--- src/rtl/move_list_reader_pkg.sv ---
// Shared types and constants for move_list_reader: reader FSM states, default
// sizing and the "no en-passant column" value also used by all_moves.
package move_list_reader_pkg;

  localparam int         PIECE_BITS        = 4;
  localparam int         MAX_POSITIONS_DEF = 64;
  localparam logic [3:0] EP_NONE           = 4'b1000;

  typedef enum logic [2:0] {
    ST_IDLE      = 3'd0,
    ST_WAIT_LIST = 3'd1,
    ST_FETCH     = 3'd2,
    ST_WAIT_DATA = 3'd3,
    ST_PRESENT   = 3'd4,
    ST_CLEAR     = 3'd5
  } rd_state_e;

endpackage

--- src/rtl/move_list_reader.sv ---
// Drains the child-position list of all_moves onto a valid/ready stream, then
// pulses am_clear_moves so all_moves can accept the next board.
module move_list_reader
  import move_list_reader_pkg::*;
#(
  parameter int PIECE_WIDTH        = PIECE_BITS,
  parameter int SIDE_WIDTH         = PIECE_WIDTH * 8,
  parameter int BOARD_WIDTH        = SIDE_WIDTH * 8,
  parameter int MAX_POSITIONS      = MAX_POSITIONS_DEF,
  parameter int MAX_POSITIONS_LOG2 = $clog2(MAX_POSITIONS),
  parameter int READ_LATENCY       = 1
) (
  input  logic                          clk,
  input  logic                          reset,
  input  logic                          start,
  input  logic                          am_moves_ready,
  input  logic [MAX_POSITIONS_LOG2-1:0] am_move_count,
  output logic [MAX_POSITIONS_LOG2-1:0] am_move_index,
  input  logic [BOARD_WIDTH-1:0]        am_board,
  input  logic                          am_white_to_move,
  input  logic [3:0]                    am_castle_mask,
  input  logic [3:0]                    am_en_passant_col,
  output logic                          am_clear_moves,
  output logic                          pos_valid,
  input  logic                          pos_ready,
  output logic [BOARD_WIDTH-1:0]        pos_board,
  output logic                          pos_white_to_move,
  output logic [3:0]                    pos_castle_mask,
  output logic [3:0]                    pos_en_passant_col,
  output logic [MAX_POSITIONS_LOG2-1:0] pos_index,
  output logic                          pos_last,
  output logic                          done,
  output logic                          no_moves
);

  localparam int               LW       = MAX_POSITIONS_LOG2;
  localparam int               LAT_W    = (READ_LATENCY > 1) ? $clog2(READ_LATENCY) : 1;
  localparam logic [LAT_W-1:0] LAT_LOAD = LAT_W'(READ_LATENCY - 1);

  rd_state_e        state_r, state_s;
  logic [LW-1:0]    index_r, index_s;
  logic [LW-1:0]    count_r, count_s;
  logic [LAT_W-1:0] lat_r, lat_s;
  logic             valid_r, valid_s;
  logic             clear_r, clear_s;
  logic             done_r, done_s;
  logic             no_moves_r, no_moves_s;
  logic             capture_s;
  logic             last_s;

  logic [BOARD_WIDTH-1:0] board_r;
  logic                   wtm_r;
  logic [3:0]             castle_r;
  logic [3:0]             ep_r;
  logic [LW-1:0]          pidx_r;
  logic                   last_r;

  // Next-state and next-output logic for the drain sequencer.
  always_comb begin
    state_s    = state_r;
    index_s    = index_r;
    count_s    = count_r;
    lat_s      = lat_r;
    valid_s    = valid_r;
    clear_s    = 1'b0;
    done_s     = 1'b0;
    no_moves_s = no_moves_r;
    capture_s  = 1'b0;
    last_s     = (index_r == (count_r - LW'(1'b1)));

    case (state_r)
      ST_IDLE: begin
        if (start) begin
          state_s    = ST_WAIT_LIST;
          no_moves_s = 1'b0;
        end else begin
          state_s = ST_IDLE;
        end
      end
      ST_WAIT_LIST: begin
        if (am_moves_ready) begin
          count_s = am_move_count;
          index_s = {LW{1'b0}};
          if (am_move_count == {LW{1'b0}}) begin
            state_s    = ST_CLEAR;
            clear_s    = 1'b1;
            done_s     = 1'b1;
            no_moves_s = 1'b1;
          end else begin
            state_s = ST_FETCH;
          end
        end else begin
          state_s = ST_WAIT_LIST;
        end
      end
      ST_FETCH: begin
        if (!am_moves_ready) begin
          state_s = ST_IDLE;
        end else begin
          lat_s   = LAT_LOAD;
          state_s = ST_WAIT_DATA;
        end
      end
      ST_WAIT_DATA: begin
        if (!am_moves_ready) begin
          state_s = ST_IDLE;
        end else if (lat_r == {LAT_W{1'b0}}) begin
          capture_s = 1'b1;
          valid_s   = 1'b1;
          state_s   = ST_PRESENT;
        end else begin
          lat_s = lat_r - LAT_W'(1'b1);
        end
      end
      ST_PRESENT: begin
        // A vanished list aborts quietly: no clear pulse, no done.
        if (!am_moves_ready) begin
          valid_s = 1'b0;
          state_s = ST_IDLE;
        end else if (pos_ready) begin
          valid_s = 1'b0;
          if (last_r) begin
            state_s = ST_CLEAR;
            clear_s = 1'b1;
            done_s  = 1'b1;
          end else begin
            index_s = index_r + LW'(1'b1);
            state_s = ST_FETCH;
          end
        end else begin
          state_s = ST_PRESENT;
        end
      end
      ST_CLEAR: begin
        state_s = ST_IDLE;
      end
      default: begin
        valid_s = 1'b0;
        state_s = ST_IDLE;
      end
    endcase
  end

  // Sequencer state and registered control outputs.
  always_ff @(posedge clk or posedge reset) begin
    if (reset) begin
      state_r    <= ST_IDLE;
      index_r    <= {LW{1'b0}};
      count_r    <= {LW{1'b0}};
      lat_r      <= {LAT_W{1'b0}};
      valid_r    <= 1'b0;
      clear_r    <= 1'b0;
      done_r     <= 1'b0;
      no_moves_r <= 1'b0;
    end else begin
      state_r    <= state_s;
      index_r    <= index_s;
      count_r    <= count_s;
      lat_r      <= lat_s;
      valid_r    <= valid_s;
      clear_r    <= clear_s;
      done_r     <= done_s;
      no_moves_r <= no_moves_s;
    end
  end

  // Output holding register: loads once per entry and holds through stalls.
  always_ff @(posedge clk or posedge reset) begin
    if (reset) begin
      board_r  <= {BOARD_WIDTH{1'b0}};
      wtm_r    <= 1'b0;
      castle_r <= 4'b0000;
      ep_r     <= EP_NONE;
      pidx_r   <= {LW{1'b0}};
      last_r   <= 1'b0;
    end else if (capture_s) begin
      board_r  <= am_board;
      wtm_r    <= am_white_to_move;
      castle_r <= am_castle_mask;
      ep_r     <= am_en_passant_col;
      pidx_r   <= index_r;
      last_r   <= last_s;
    end
  end

  assign am_move_index      = index_r;
  assign am_clear_moves     = clear_r;
  assign done               = done_r;
  assign no_moves           = no_moves_r;
  assign pos_valid          = valid_r;
  assign pos_board          = board_r;
  assign pos_white_to_move  = wtm_r;
  assign pos_castle_mask    = castle_r;
  assign pos_en_passant_col = ep_r;
  assign pos_index          = pidx_r;
  assign pos_last           = last_r;

endmodule
--- config.mk ---
export PLATFORM = sky130hd
export DESIGN_NAME = move_list_reader
export DESIGN_NICKNAME = d
export VERILOG_FILES = /design/src/rtl/move_list_reader_pkg.sv /design/src/rtl/move_list_reader.sv
export SDC_FILE = /design/constraint.sdc
export NUM_CORES = 1
export LEC_CHECK = 0
export ABC_AREA = 1
export CAP_MARGIN = 20
export CORE_AREA = 2 2 214 216
export CTS_CLUSTER_SIZE = 8
export DETAILED_ROUTE_END_ITERATION = 10
export DIE_AREA = 0 0 216 218
export PLACE_DENSITY_LB_ADDON = 0.08
export SYNTH_ARGS = -nofsm -noshare
export SYNTH_HDL_FRONTEND = slang
export SYNTH_SLANG_ARGS = --single-unit
export TNS_END_PERCENT = 30
--- constraint.sdc ---
create_clock -name clk -period 11.6 [get_ports clk]
set_input_delay 2.32 -clock clk [delete_from_list [all_inputs] [get_ports clk]]
set_output_delay 2.32 -clock clk [all_outputs]
set_load 0.005 [all_outputs]
==> results of run 1 <==
[flip-flops by register name, indices dropped and copies added (netlist names)]
| register | flops |
|---|---|
| no_moves | 1 |
| pos_white_to_move | 1 |
| count_r | 6 |
| pos_valid | 1 |
| done | 1 |
| pos_index | 6 |
| am_move_index | 6 |
| pos_board | 256 |
| pos_castle_mask | 4 |
| pos_en_passant_col | 4 |
| state_r | 3 |
| pos_last | 1 |
[kinds of logic after synthesis]
| group | synth area share |
|---|---|
| AOI/OAI and AO/OA | 0.0103 |
| xor gates and xnor gates | 0.00385 |
| adders and majority gates | 0.00220 |
| buffers and inverters | 0.0447 |
| DFF | 0.638 |
| and+or+nand+nor | 0.301 |
[worst max-delay path: cells and delay by family]
kind	cells	cell delay [ps]
buffers and inverters	4	2120
and+or+nand+nor	4	780
[Yosys cell counts, types with 2 or more instances]
| cell | number |
|---|---|
| xnor2_1 | 2 |
| o211ai_1 | 2 |
| buf_1 | 2 |
| xor2_1 | 3 |
| nor2_1 | 15 |
| nand3_1 | 16 |
| nand2_1 | 858 |
| nand4_1 | 4 |
| o21ai_0 | 18 |
| buf_2 | 40 |
| ha_1 | 2 |
| buf_6 | 11 |
| inv_1 | 29 |
| clkbuf_1 | 4 |
| buf_4 | 6 |
| dfrtp_1 | 289 |
| inv_2 | 2 |
[worst max path at each step]
stage / start / endpoint / slack, ps / cells past startpoint
2_1_floorplan: reset / am_move_index[0]$_DFFE_PP0P_ / 1280 / 1
3_3_place_gp: am_moves_ready / pos_board[109]$_DFFE_PP0P_ / 6130 / 8
3_5_place_dp: am_moves_ready / pos_board[112]$_DFFE_PP0P_ / 6100 / 8
4_1_cts: am_moves_ready / pos_board[163]$_DFFE_PP0P_ / 6690 / 8
5_1_grt: am_moves_ready / pos_board[200]$_DFFE_PP0P_ / 6440 / 8
6_report: am_moves_ready / pos_board[163]$_DFFE_PP0P_ / 6720 / 8
[layer usage]
layer  track usage  up-vias
met5             0        -
met4        0.0511        2
met3        0.0821       58
met2         0.282      404
met1         0.224     4789
li1              -     5038
[per-stage QoR]
| step | hold slack, ps | setup WS (ps) |
|---|---|---|
| after global placement | 458 | 6130 |
| final | 470 | 6720 |
| after CTS | 467 | 6690 |
| after detailed placement | 461 | 6100 |
| after floorplan | 456 | 1280 |
| after global routing | 492 | 6440 |
[cell type report]
cell class | instances | area (um2) | share of cell area
multi-input combinational | 926 | 3610 | 0.194
clock buffer | 54 | 1170 | 0.0630
antenna | 2 | 5.00 | 0.000270
clock inverter | 1 | 5.00 | 0.000270
tap | 600 | 751 | 0.0404
sequential | 290 | 7260 | 0.391
timing repair buffer | 565 | 5640 | 0.304
inverter | 31 | 131 | 0.00708
[power by group through the flow]
stage	clock network, W	logic, W	registers, W
2_1_floorplan	0	0.000568	0.00173
3_3_place_gp	0	0.00177	0.00170
3_5_place_dp	0	0.00177	0.00170
4_1_cts	0.00117	0.00178	0.00170
5_1_grt	0.00122	0.00193	0.00176
6_report	0.00113	0.00174	0.00170
==> results.tsv, run 1 <==
metric	value	unit
root_buffer	clkbuf_16	
r2r_slack	8720	ps
syn_area	11400	um2
seq_power_share	0.371	
cts_setup_buffers	0	
drt-initial-drc-count	657	
wl	43.0	mm
final_cells	2469	
synth_seq_cells	290	
reg2reg_depth	5	
synth_cell_type_count	24	
grt_max_degree	123	
combPwrFrac	0.382	
p_total	0.00457	W
critical_path.max_fanout	103	
cts_tree	yes	
route.vias.total	10300	
power.internal	0.00315	W
die-area	47100	um2
fin_crit	4880	ps
tightest_slew	1030	ps
tns	0	ps
relSlewSlack	0.314	
async_flop_share	1.00	
grt_antenna_before_repair	3	
insertion_delay	550	ps
die_w	216	um
row_count	78	
fin_area	18600	um2
wl_met1	18.0	mm
fin_skew	14.3	ps
io_pins	558	
placed_cell_area	17400	um2
top_layer_used	met5	
leakage	9.05	nW
synthCells	1310	
grt-ovfl-total	0	
hp-class	reg -> reg	
seq_area_frac_synth	0.638	
core_area	44900	um2
wl_per_cell	17.4	um
ant_nets	0	
cp-start-kind	input port	
vias_per_cell	4.17	
utilization	0.414	
finalCritPeriodShare	0.421	
path_cells	clkdlybuf4s50_1 -> inv_2 -> nor2_2 -> nand3_4 -> inv_8 -> buf_4 -> nand2_1 -> nand2_1	
cpPeakStageDelay	860	ps
drc_errors	0	
rsz0062_at_grt	no	
cts_max_level	2	
dp_hpwl	30.5	mm
finalSetupViolations	0	
sw_frac_of_total	0.310	
grt_pass1_wl	65.1	mm
fillerInstances	4514	
placed_cells	2412	
port_buffers	557	
syn_avg_cell_area	8.68	um2
clk_pin_slew	50	ps
dr.pass1.iters	4	
ys_warn_count	0	
finalHoldViolCount	0	
synth_largest_area_cell	dfrtp_1	
criticalPathCategory	in -> reg	
synth_nets	1588	
hold_end	pos_en_passant_col[3]$_DFFE_PP1P_	
area_delta_synth_final	63.3	%
crit_top_cell	nand2_1	
final_common_cell	nand2_1	
routed-wl-met3	4.56	mm
fin_nets	2134	
slew_violations	0	
cts_hold_buffers	0	
synth_edf_count	0	
worst_ep_required_time	12080	ps
max_cap_violations	0	
worstHoldStart	pos_en_passant_col[3]$_DFFE_PP1P_	
ir_drop	0.000105	V
layout_common_cells	nand2_1, clkdlybuf4s50_1, dfrtp_1	
hold_depth	2	
worstSetupEndpointType	flop	
rr_endpoint	pos_board[114]$_DFFE_PP0P_	
ctsResizeCount	0	
power.density	246	nW/um2
r2r_start	state_r[0]$_DFF_PP0_	
clkSinkCount	290	
initial_core_util	0.253	
max_freq	205	MHz
grtUsageTotal	0.180	
gp_congestion	0.806	
cts_made_buffers	42	
clock_path_buffers	3	
synth_top_area_frac	0.636	
worstPathArrival	5360	ps
status	finished clean	
dr_wl_met2	19.5	mm
drive_above_1_share	0.0332	
synthFlopType	dfrtp_1	
cp_slowest_cell	buf_4	
fp.dieH	218	um
synthTopCellsByArea	dfrtp_1, nand2_1, buf_2	
grt_pass1_vias	10300	
p_switching	0.00142	W
p_clk_frac	0.247	
No activity file was read; power rests on OpenSTA's default activity.
==> run 2, diff against run 1 <==
- clock period: 11.6 -> 4.7 ns (I/O delays scaled with it)
==> results.tsv, run 2 (same netlist as run 1, synthesis figures left out) <==
metric	value	unit	change
status	finished clean		unchanged
clk_pin_slew	50	ps	about the same
clock_path_buffers	3		unchanged
grt-ovfl-total	0		unchanged
largest_register_ffs	256		unchanged
cp-start-kind	input port		unchanged
gp_congestion	0.795		was 0.806
drc_errors	0		unchanged
vias_per_cell	4.11		was 4.17
relSlewSlack	0.354		was 0.314
startpoint	am_moves_ready		unchanged
core_area	44900	um2	unchanged
ir_drop	0.000280	V	was 0.000105 V
worst_slack	1730	ps	was 6720 ps
p_clk_frac	0.246		was 0.247
tightest_slew	969	ps	was 1030 ps
fin_skew	11.0	ps	was 14.3 ps
cts_made_buffers	42		unchanged
leakage	9.10	nW	was 9.05 nW
ctsResizeCount	0		unchanged
finalCritPeriodShare	0.633		
worst_ep_required_time	5170	ps	was 12080 ps
route.vias.total	10200		was 10300
fin_nets	2142		was 2134
placed_cell_area	17500	um2	was 17400 um2
combPwrFrac	0.383		was 0.382
layout_common_cells	nand2_1, clkdlybuf4s50_1, dfrtp_1		unchanged
cts_setup_buffers	0		unchanged
cts_hold_buffers	0		unchanged
hold_end	pos_board[130]$_DFFE_PP0P_		was pos_en_passant_col[3]$_DFFE_PP1P_
final_common_cell	nand2_1		unchanged
initial_core_util	0.253		unchanged
grt_max_degree	182		was 123
power.internal	0.00779	W	was 0.00315 W
sw_frac_of_total	0.309		was 0.310
grt_pass1_vias	10500		was 10300
hp-class	reg -> reg		unchanged
port_buffers	557		unchanged
ant_nets	0		unchanged
wl_per_cell	17.2	um	was 17.4 um
die-area	47100	um2	unchanged
wl	42.5	mm	was 43.0 mm
fin_crit	2970	ps	
cts_tree	yes		unchanged
row_count	78		unchanged
worstHoldStart	pos_board[130]$_DFFE_PP0P_		was pos_en_passant_col[3]$_DFFE_PP1P_
r2r_start	state_r[1]$_DFF_PP0_		was state_r[0]$_DFF_PP0_
fin_area	18700	um2	was 18600 um2
rr_endpoint	pos_board[14]$_DFFE_PP0P_		was pos_board[114]$_DFFE_PP0P_
seq_power_share	0.371		about the same
cts_max_level	2		unchanged
p_switching	0.00349	W	was 0.00142 W
slew_violations	0		unchanged
dr.pass1.iters	4		unchanged
root_buffer	clkbuf_16		unchanged
die_w	216	um	unchanged
fp.dieH	218	um	unchanged
drt-initial-drc-count	633		was 657
critical_path.max_fanout	181		was 103
finalHoldViolCount	0		unchanged
power.density	604	nW/um2	was 246 nW/um2
worstPathArrival	3440	ps	was 5360 ps
finalSetupViolations	0		unchanged
max_freq	336	MHz	
insertion_delay	540	ps	was 550 ps
grt_antenna_before_repair	1		was 3
hold_depth	2		unchanged
grtUsageTotal	0.177		was 0.180
criticalPathCategory	in -> reg		unchanged
drive_above_1_share	0.0368		was 0.0332
io_pins	558		unchanged
post-place-ws	1230	ps	was 6100 ps
r2r_slack	2370	ps	was 8720 ps
clkSinkCount	290		unchanged
rsz0062_at_grt	no		unchanged
max_cap_violations	0		unchanged
grt_pass1_wl	64.1	mm	was 65.1 mm
num_antenna_cells	0		was 2
reg2reg_depth	5		unchanged
worstSetupEndpointType	flop		unchanged
area_delta_synth_final	64.3	%	was 63.3%
dp_hpwl	30.3	mm	was 30.5 mm
## run 2: cell count changes in the layout (fill, tap and decap cells not counted), moves of 2 or more
cell,previous run,this run
buf_12,0,5
buf_4,8,11
clkbuf_1,8,11
diode_2,2,0
## run 2: layout make-up
class / count / area, um2
fillers: 4483 / 26200
flip-flops and latches: 290 / 7260
repair buffers: 573 / 5760
multi-input cells: 926 / 3610
clock buffers: 56 / 1170
well taps: 600 / 751
inverters: 31 / 128
clock inverters: 1 / 5.00
## run 2: power groups by stage
stage | combinational (W) | clock [W] | sequential, W
2_1_floorplan | 0.00140 | 0 | 0.00426
3_3_place_gp | 0.00440 | 0 | 0.00418
3_5_place_dp | 0.00440 | 0 | 0.00419
4_1_cts | 0.00441 | 0.00289 | 0.00419
5_1_grt | 0.00477 | 0.00299 | 0.00433
6_report | 0.00432 | 0.00277 | 0.00419
## run 2: worst max path at each step
stage | end | slack [ps] | depth (start not counted)
global placement | pos_board[41]$_DFFE_PP0P_ | 1230 | 8
CTS | pos_board[206]$_DFFE_PP0P_ | 1800 | 8
global route | pos_board[244]$_DFFE_PP0P_ | 1560 | 8
detailed placement | pos_board[11]$_DFFE_PP0P_ | 1230 | 8
floorplan | am_move_index[0]$_DFFE_PP0P_ | -90 | 1
finish | pos_board[14]$_DFFE_PP0P_ | 1730 | 8
## run 2: metal layers
metal | wire, um | global-route usage | vias up
li1 | - | - | 5042
met1 | 17300 | 0.211 | 4684
met2 | 19800 | 0.289 | 386
met3 | 4610 | 0.0768 | 55
met4 | 902 | 0.0527 | 2
met5 | 13 | 0 | -
## run 2: worst max-delay path: stages
cell	delay (ps)
clkdlybuf4s50_1	510
inv_2	120
nor2_2	60
nand3_4	100
buf_12	500
buf_4	690
nand2_1	120
nand2_1	90
## run 2: per-stage QoR
stage / instances / util / total power, W / TNS (ps) / hold WS, ps
2_1_floorplan: 1310 / - / 0.00566 / -24960 / 456
3_3_place_gp: 2420 / 0.390 / 0.00858 / 0 / 458
3_5_place_dp: 2420 / 0.390 / 0.00859 / 0 / 464
4_1_cts: 2477 / 0.416 / 0.0115 / 0 / 469
5_1_grt: 2477 / 0.416 / 0.0121 / 0 / 489
6_report: 2477 / 0.416 / 0.0113 / 0 / 471
==> run 3, diff against run 2 <==
- clock period: 4.7 -> 2.75 ns (I/O delays scaled with it)
==> results.tsv, run 3 (same netlist as run 1, synthesis figures left out) <==
metric	value	unit	change
wl_per_cell	17.3	um	was 17.2 um
route.vias.total	10300		was 10200
finalHoldViolCount	0		unchanged
fin_nets	2145		was 2142
r2r_start	state_r[0]$_DFF_PP0_		was state_r[1]$_DFF_PP0_
cts_made_buffers	42		unchanged
cts_max_level	2		unchanged
final_common_cell	nand2_1		unchanged
initial_core_util	0.253		unchanged
seq_power_share	0.370		was 0.371
status	finished clean		unchanged
root_buffer	clkbuf_16		unchanged
hp-class	reg -> reg		unchanged
core_area	44900	um2	unchanged
drc_errors	0		unchanged
worst_ep_required_time	2200	ps	was 5170 ps
finalSetupViolations	0		unchanged
ant_nets	0		unchanged
vias_per_cell	4.15		was 4.11
cpPeakStageDelay	600	ps	was 690 ps
fp.dieH	218	um	unchanged
worstSetupEndpointType	primary output		was flop
p_switching	0.00600	W	was 0.00349 W
area_delta_synth_final	64.9	%	was 64.3%
tns	0	ps	unchanged
clock_path_buffers	3		unchanged
fin_crit	2170	ps	
leakage	9.13	nW	was 9.10 nW
critPathBufInv	1		was 4
row_count	78		unchanged
fillerInstances	4490		was 4483
drive_above_1_share	0.0383		was 0.0368
grtUsageTotal	0.179		was 0.177
grt-ovfl-total	0		unchanged
wl	42.9	mm	was 42.5 mm
ir_drop	0.000551	V	was 0.000280 V
clkSinkCount	290		unchanged
max_freq	460	MHz	
worstPathArrival	1620	ps	was 3440 ps
clk_pin_slew	50	ps	about the same
cts_setup_buffers	0		unchanged
criticalPathCategory	reg -> out		was in -> reg
grt_pass1_wl	64.4	mm	was 64.1 mm
largest_register_ffs	256		unchanged
finalCritPeriodShare	0.790		
io_pins	558		unchanged
grt_antenna_before_repair	8		was 1
dp_hpwl	30.9	mm	was 30.3 mm
startpoint	am_move_index[2]$_DFFE_PP0P_		was am_moves_ready
cts_tree	yes		unchanged
path_cells	clkdlybuf4s50_1		was clkdlybuf4s50_1 -> inv_2 -> nor2_2 -> nand3_4 -> buf_12 -> buf_4 -> nand2_1 -> nand2_1
tightest_slew	695	ps	was 969 ps
gp_congestion	0.804		was 0.795
worstHoldStart	no_moves$_DFFE_PP0P_		was pos_board[130]$_DFFE_PP0P_
path_delay_family	buffers and inverters		unchanged
p_clk_frac	0.246		about the same
cp_slowest_cell	clkdlybuf4s50_1		was buf_4
grt_max_degree	135		was 182
ctsResizeCount	0		unchanged
utilization	0.418		was 0.416
port_buffers	557		unchanged
layout_common_cells	nand2_1, clkdlybuf4s50_1, dfrtp_1		unchanged
power.internal	0.0133	W	was 0.00779 W
slew_violations	0		unchanged
insertion_delay	550	ps	was 540 ps
sw_frac_of_total	0.310		was 0.309
cp-start-kind	flop		was input port
drt-initial-drc-count	618		was 633
fin_skew	14.5	ps	was 11.0 ps
relSlewSlack	0.537		was 0.354
max_cap_violations	0		unchanged
power.density	1030	nW/um2	was 604 nW/um2
cts_hold_buffers	0		unchanged
die_w	216	um	unchanged
combPwrFrac	0.384		was 0.383
grt_pass1_vias	10400		was 10500
rsz0062_at_grt	no		unchanged
dr.pass1.iters	5		was 4
critical_path.max_fanout	7		was 181
die-area	47100	um2	unchanged
==> run 3: cell count changes in the layout (fill, tap and decap cells not counted), sizes merged <==
cell / change
clkbuf: -2
buf: +3
diode: +3
==> run 3: worst paths after layout <==
kind	endpoint	slack, ps	cells past startpoint
worst max-delay path	am_move_index[2]	580	1
worst min-delay path	no_moves$_DFFE_PP0P_	470	2
worst max register to register	am_move_index[2]$_DFFE_PP0P_	1080	8
worst min register to register	no_moves$_DFFE_PP0P_	470	2
max in group asynchronous	pos_en_passant_col[3]$_DFFE_PP1P_	1700	3
min in group asynchronous	pos_board[175]$_DFFE_PP0P_	580	3
==> run 3: layout make-up <==
class                      instances  area [um2]  share of cell area
inverter                          31         128             0.00680
multi-input combinational        926        3610               0.193
antenna                            3        7.51            0.000400
clock buffer                      54        1160              0.0618
tap                              600         751              0.0400
clock inverter                     1        8.76            0.000467
timing repair buffer             576        5830               0.311
sequential                       290        7260               0.387
==> run 3: power by group through the flow <==
| stage | Sequential (W) | Clock (W) | Combinational, W |
|---|---|---|---|
| floorplan | 0.00728 | 0 | 0.00240 |
| global placement | 0.00715 | 0 | 0.00752 |
| detailed placement | 0.00716 | 0 | 0.00755 |
| CTS | 0.00717 | 0.00494 | 0.00757 |
| global route | 0.00740 | 0.00513 | 0.00818 |
| finish | 0.00715 | 0.00476 | 0.00743 |
==> run 3: metal layers <==
layer  wire [um]  global-route usage  up-vias
met5          41                   0        -
met4         950              0.0539        6
met2       19900               0.286      396
met1       17600               0.218     4793
li1            -                   -     5050
met3        4450              0.0780       63
==> run 3: worst min-delay path, stage by stage, from the launching register on <==
cell,delay [ps]
dfrtp_1,330
nand2_1,50
nand2_1,50
==> run 3: metrics by stage <==
step / worst slack (ps) / std cells / total power (W) / area, um2 / hold slack (ps)
floorplan: -1650 / 1310 / 0.00968 / 11400 / 456
CTS: 506 / 2478 / 0.0197 / 18700 / 474
finish: 578 / 2481 / 0.0193 / 18800 / 470
detailed placement: 326 / 2423 / 0.0147 / 17600 / 464
global route: 494 / 2481 / 0.0207 / 18800 / 490
global placement: 378 / 2423 / 0.0147 / 17600 / 455
